--- config.mk ---
export PLATFORM = sky130hd
export DESIGN_NAME = instr_decoder
export DESIGN_NICKNAME = d
export VERILOG_FILES = /design/src/rtl/pwmgen_pkg.sv /design/src/rtl/instr_decoder.sv
export SDC_FILE = /design/constraint.sdc
export NUM_CORES = 1
export LEC_CHECK = 0
export BUFFER_PORTS_ARGS = -buffer_cell sky130_fd_sc_hd__buf_2
export CAP_MARGIN = 0
export CORE_UTILIZATION = 39
export CTS_CLUSTER_DIAMETER = 60
export CTS_CLUSTER_SIZE = 40
export DETAILED_ROUTE_END_ITERATION = 16
export PLACE_DENSITY = 0.73
export SLEW_MARGIN = 5
export SYNTH_ARGS = -nofsm -noshare
export SYNTH_HDL_FRONTEND = slang
export SYNTH_SLANG_ARGS = --single-unit
--- constraint.sdc ---
create_clock -name clk -period 1.35 [get_ports clk]
set_clock_uncertainty 0.05 [all_clocks]
set_input_delay 0.0675 -clock clk [delete_from_list [all_inputs] [get_ports clk]]
set_output_delay 0.0675 -clock clk [all_outputs]
set_load 0.005 [all_outputs]
--- src/rtl/pwmgen_pkg.sv ---
// Shared definitions for the SPI instruction decoder: FSM encoding,
// command-byte bit positions and register address width.
package pwmgen_pkg;

  typedef enum logic [1:0] {
    ST_IDLE         = 2'd0,
    ST_WAIT_DATA    = 2'd1,
    ST_READ_CAPTURE = 2'd2
  } state_t;

  localparam int RW_BIT   = 7;
  localparam int HL_BIT   = 6;
  localparam int ADDR_MSB = 5;
  localparam int ADDR_W   = 6;

endpackage

--- src/rtl/instr_decoder.sv ---
// Two-byte SPI command decoder (command byte, then data byte) driving register
// read/write strobes. Optional data-byte timeout enabled by INSTR_DECODER_TIMEOUT_EN.
module instr_decoder
  import pwmgen_pkg::*;
#(
  parameter int TIMEOUT_CYCLES = 1024
) (
  input  logic              clk,
  input  logic              rst_n,
  input  logic              byte_sync,
  input  logic [7:0]        data_in,
  output logic [7:0]        data_out,
  output logic              read,
  output logic              write,
  output logic [ADDR_W-1:0] addr,
  output logic              hl_sel,
  input  logic [7:0]        data_read,
  output logic [7:0]        data_write,
  output logic              timeout,
  output logic [1:0]        dbg_state
);

  // Handshake: byte_sync is a one-cycle valid with no back-pressure; read and
  // write are one-cycle strobes, never both high, at most one per transaction.
  state_t              state_q;
  logic                rw_q;
  logic                hl_q;
  logic [ADDR_W-1:0]   addr_q;
  logic                read_q;
  logic                write_q;
  logic [7:0]          data_write_q;
  logic [7:0]          data_out_q;

`ifdef INSTR_DECODER_TIMEOUT_EN
  localparam int         CNT_W    = $clog2(TIMEOUT_CYCLES + 1);
  localparam [CNT_W-1:0] CNT_LAST = CNT_W'(TIMEOUT_CYCLES - 1);
  logic [CNT_W-1:0]      cnt_q;
  logic                  timeout_q;
`endif

  always_ff @(posedge clk or negedge rst_n) begin
    if (!rst_n) begin
      state_q      <= ST_IDLE;
      rw_q         <= 1'b0;
      hl_q         <= 1'b0;
      addr_q       <= '0;
      read_q       <= 1'b0;
      write_q      <= 1'b0;
      data_write_q <= 8'h00;
      data_out_q   <= 8'h00;
`ifdef INSTR_DECODER_TIMEOUT_EN
      cnt_q        <= '0;
      timeout_q    <= 1'b0;
`endif
    end else begin
      read_q  <= 1'b0;
      write_q <= 1'b0;
`ifdef INSTR_DECODER_TIMEOUT_EN
      timeout_q <= 1'b0;
`endif
      case (state_q)
        ST_IDLE: begin
          if (byte_sync) begin
            rw_q   <= data_in[RW_BIT];
            hl_q   <= data_in[HL_BIT];
            addr_q <= data_in[ADDR_MSB:0];
            if (data_in[RW_BIT]) begin
              state_q <= ST_WAIT_DATA;
`ifdef INSTR_DECODER_TIMEOUT_EN
              cnt_q   <= '0;
`endif
            end else begin
              state_q <= ST_READ_CAPTURE;
              read_q  <= 1'b1;
            end
          end
        end

        // Any byte_sync arriving here is deliberately dropped.
        ST_READ_CAPTURE: begin
          data_out_q <= data_read;
          state_q    <= ST_WAIT_DATA;
`ifdef INSTR_DECODER_TIMEOUT_EN
          cnt_q      <= '0;
`endif
        end

        ST_WAIT_DATA: begin
          if (byte_sync) begin
            if (rw_q) begin
              data_write_q <= data_in;
              write_q      <= 1'b1;
            end
            state_q <= ST_IDLE;
          end
`ifdef INSTR_DECODER_TIMEOUT_EN
          // A byte landing in the expiry cycle wins over the timeout.
          else if (cnt_q == CNT_LAST) begin
            timeout_q <= 1'b1;
            state_q   <= ST_IDLE;
          end else begin
            cnt_q <= cnt_q + CNT_W'(1);
          end
`endif
        end

        default: state_q <= ST_IDLE;
      endcase
    end
  end

  assign data_out   = data_out_q;
  assign read       = read_q;
  assign write      = write_q;
  assign addr       = addr_q;
  assign hl_sel     = hl_q;
  assign data_write = data_write_q;
  assign dbg_state  = state_q;

`ifdef INSTR_DECODER_TIMEOUT_EN
  assign timeout = timeout_q;
`else
  assign timeout = 1'b0;
`endif

endmodule

==> impl_results.md <==
- Outcome: complete, no violations
- Cells after synthesis: 65
- Via/cell ratio: 4.640
- Finished Cell Area: 1619 um2
- RSZ-0062 raised after global routing: true
- CTS tree: done
- Max cap viols: 0
- Routed length per instance: 13.49 um
- Cell count of the worst reg-to-reg path: 3
- Antenna Cells: 0
- Clk slew on worst S/H paths: 0.15 ns
- Startpoint Class: register
- Placed cell areas: 1345 um2
- NetSw: 0.7533 mW
- Syn_nets: 84
- Num rows: 18
- Type of the worst setup path: register to register
- Drt drc: 0
- Root Driver: clkbuf_4
- Reg power frac: 47.3%
- Total CTS buffers: 3
- Commonest cells after routing, fill and taps aside: buf_2, dfrtp_1, dlygate4sd3_1, mux2_2, mux2_4
- I/O pin cnt: 47
- Worst path slowest cell: dfrtp_1
- Drt initial violations: 1
- Vias: 761
- Crit-path cells: nor3b_2 -> buf_4 -> mux2_4
- Clk buf depth: 2
- Number of global-route vias before repair: 741
- H-tree depth: 1
- GRT Residual Overflow: 0
- Die width: 54.68 um
- Initial antenna violation count: 0
- Path type of the worst min-delay path: primary input to asynchronous set/reset pin
- Cell internal pwr: 2.080 mW
- Switching share of total power: 26.59%
- Layout Utilization: 63.62%
- Fmax achieved: 745.9 MHz
- Final ANT Viol Nets: 0
- Die Ht: 54.68 um
- First-pass GRT wire length: 3.229 mm
- Critical Path Max Stage Delay: 0.46 ns
- Layout net count: 154
- Max-slew violations: 0
- YS warnings: 0
- Critical Path Fanout Max: 5
- Worst Path Arrival: 1.52 ns
- Most common cell after layout, fill and taps aside: buf_2
- Total power per unit cell area: 1750 nW/um2
- Tmin final: 1.341 ns
- Post-synth cell types: 13
- # fillers: 197
- Final setup viols: 0
- CP startpoint: dbg_state[1]$_DFFE_PN0P_
- GRT Util Overall: 15.65%
- Skew-Pair Late Insertion Delay: 0.32 ns
- Reg-to-reg critical path startpoint: dbg_state[1]$_DFFE_PN0P_
- Routed wire length: 2.213 mm
- Combinational share of power: 33.6%
- Tightest hold margin: 0.2123 ns
- Area of the multi-input gates: 377.9 um2
- Clock power share: 19.1%
- Count of input and output buffers: 45
- Core area: 2545 um2
- Slew headroom: 60.34%
- Hpwl dp: 1.466 mm
- Fin worst setup slack: 0.009356 ns
- Die area: 2990 um2
- Share of cells above drive strength 1: 59.70%
- #FFs+latches synth: 28
- Worst Max-Slew Pin Slew: 0.5950 ns
- Final hold vios: 0
- Seq/Total Area, Yosys: 64.74%
- Largest net degree at the start of global routing: 29
- DR pass1 iterations: 2
- Fin cells: 164
- Post-Syn Area: 1082 um2
- CTS sink cnt: 28
- DP Cell Count: 141
- Initial Util: 42.53%
- Area Overhead vs Synth: 49.60%
- Worst Path Required: 1.53 ns
- Syn avg cell area: 16.65 um2
- RD Place Congestion: 0.6717
- Final worst-path cycle share: 99.31%
- Leakage: 0.8249 nW
- Max VDD drop: 1.110 mV
- Setup crit end kind: register
- Dpl ws: 0.05241 ns
- Sequential cell area: 700.7 um2
## metrics by stage
step | setup TNS (ns) | power [mW]
after floorplan | 0 | 1.756
final | 0 | 2.834
after global routing | -0.7930 | 3.038
after CTS | 0 | 2.789
after detailed placement | 0 | 2.213
after global placement | 0 | 2.164
## synth_stat cells
master    instances  share of area, %
nor3b_2           1               1.2
nand2b_1          1              0.58
mux2_2           24                25
conb_1            1              0.35
or2b_1            1              0.69
buf_6             2               2.1
buf_4             1              0.69
inv_1             1              0.35
dfrtp_1          28                65
nor2b_1           2               1.2
a21oi_1           1              0.46
nand4b_4          1               2.2
o22ai_1           1              0.58
## worst max-delay path, delay by kind of cell (launching register included)
| family | cells | cell delay [ns] |
|---|---|---|
| multiplexers | 1 | 0.30 |
| buffers and inverters | 1 | 0.18 |
| AND/OR/NAND/NOR | 1 | 0.26 |
| flip-flops | 1 | 0.46 |
## kinds of logic after synthesis
family          Yosys count  share of synthesized area [%]
buf+inv                   4                          3.121
compound gates            2                          1.040
other cells               1                         0.3465
flops                    28                          64.74
simple gates              6                          5.780
mux                      24                          24.97
## registers in the layout, indices dropped and copies added (netlist names)
name        count
addr            6
data_out        8
data_write      8
dbg_state       2
hl_sel          1
read            1
rw_q            1
write           1
## per-layer routing
layer  GRT usage, %  vias up  share of wire, %
met5              0        -                 0
met4          5.128        0                 0
met3          3.333        0               7.0
met2          29.92       35                53
met1          16.61      362                40
li1               -      364                 -
## what timing repair did
| item | 4_1_cts | 5_1_grt |
|---|---|---|
| setup buffers | 0 | 1 |
| endpoints found under the setup margin | 0 | 9 |
| resized for setup | 0 | 9 |
| hold buffers | 18 | 0 |
| endpoints found under the hold margin | 55 | 0 |
## area by class of cell
| class | instances | share of cell area (%) |
|---|---|---|
| clock buffers | 3 | 1.391 |
| well taps | 30 | 2.318 |
| inverters | 1 | 0.2318 |
| multi-input cells | 33 | 23.34 |
| clock inverters | 1 | 1.855 |
| flip-flops and latches | 28 | 43.28 |
| repair buffers | 68 | 27.59 |
## path summary, 6_finish.rpt
check | to | slack (ns)
min in group clk | read$_DFF_PN0_ | 0.44
worst min-delay path | rw_q$_DFFE_PN0P_ | 0.21
worst max-delay path | addr[3]$_DFFE_PN0P_ | 0.009
worst min register to register | data_out[1]$_DFFE_PN0N_ | 0.47
max in group asynchronous | read$_DFF_PN0_ | 0.65
worst max register to register | addr[3]$_DFFE_PN0P_ | 0.009
## power groups by stage
| stage | registers [mW] | logic (mW) | clock network, mW |
|---|---|---|---|
| 2_1_floorplan | 1.38 | 0.374 | 0 |
| 3_3_place_gp | 1.33 | 0.833 | 0 |
| 3_5_place_dp | 1.35 | 0.861 | 0 |
| 4_1_cts | 1.33 | 0.902 | 0.554 |
| 5_1_grt | 1.38 | 1.07 | 0.590 |
| 6_report | 1.34 | 0.953 | 0.540 |
No activity file was read; power rests on OpenSTA's default activity.
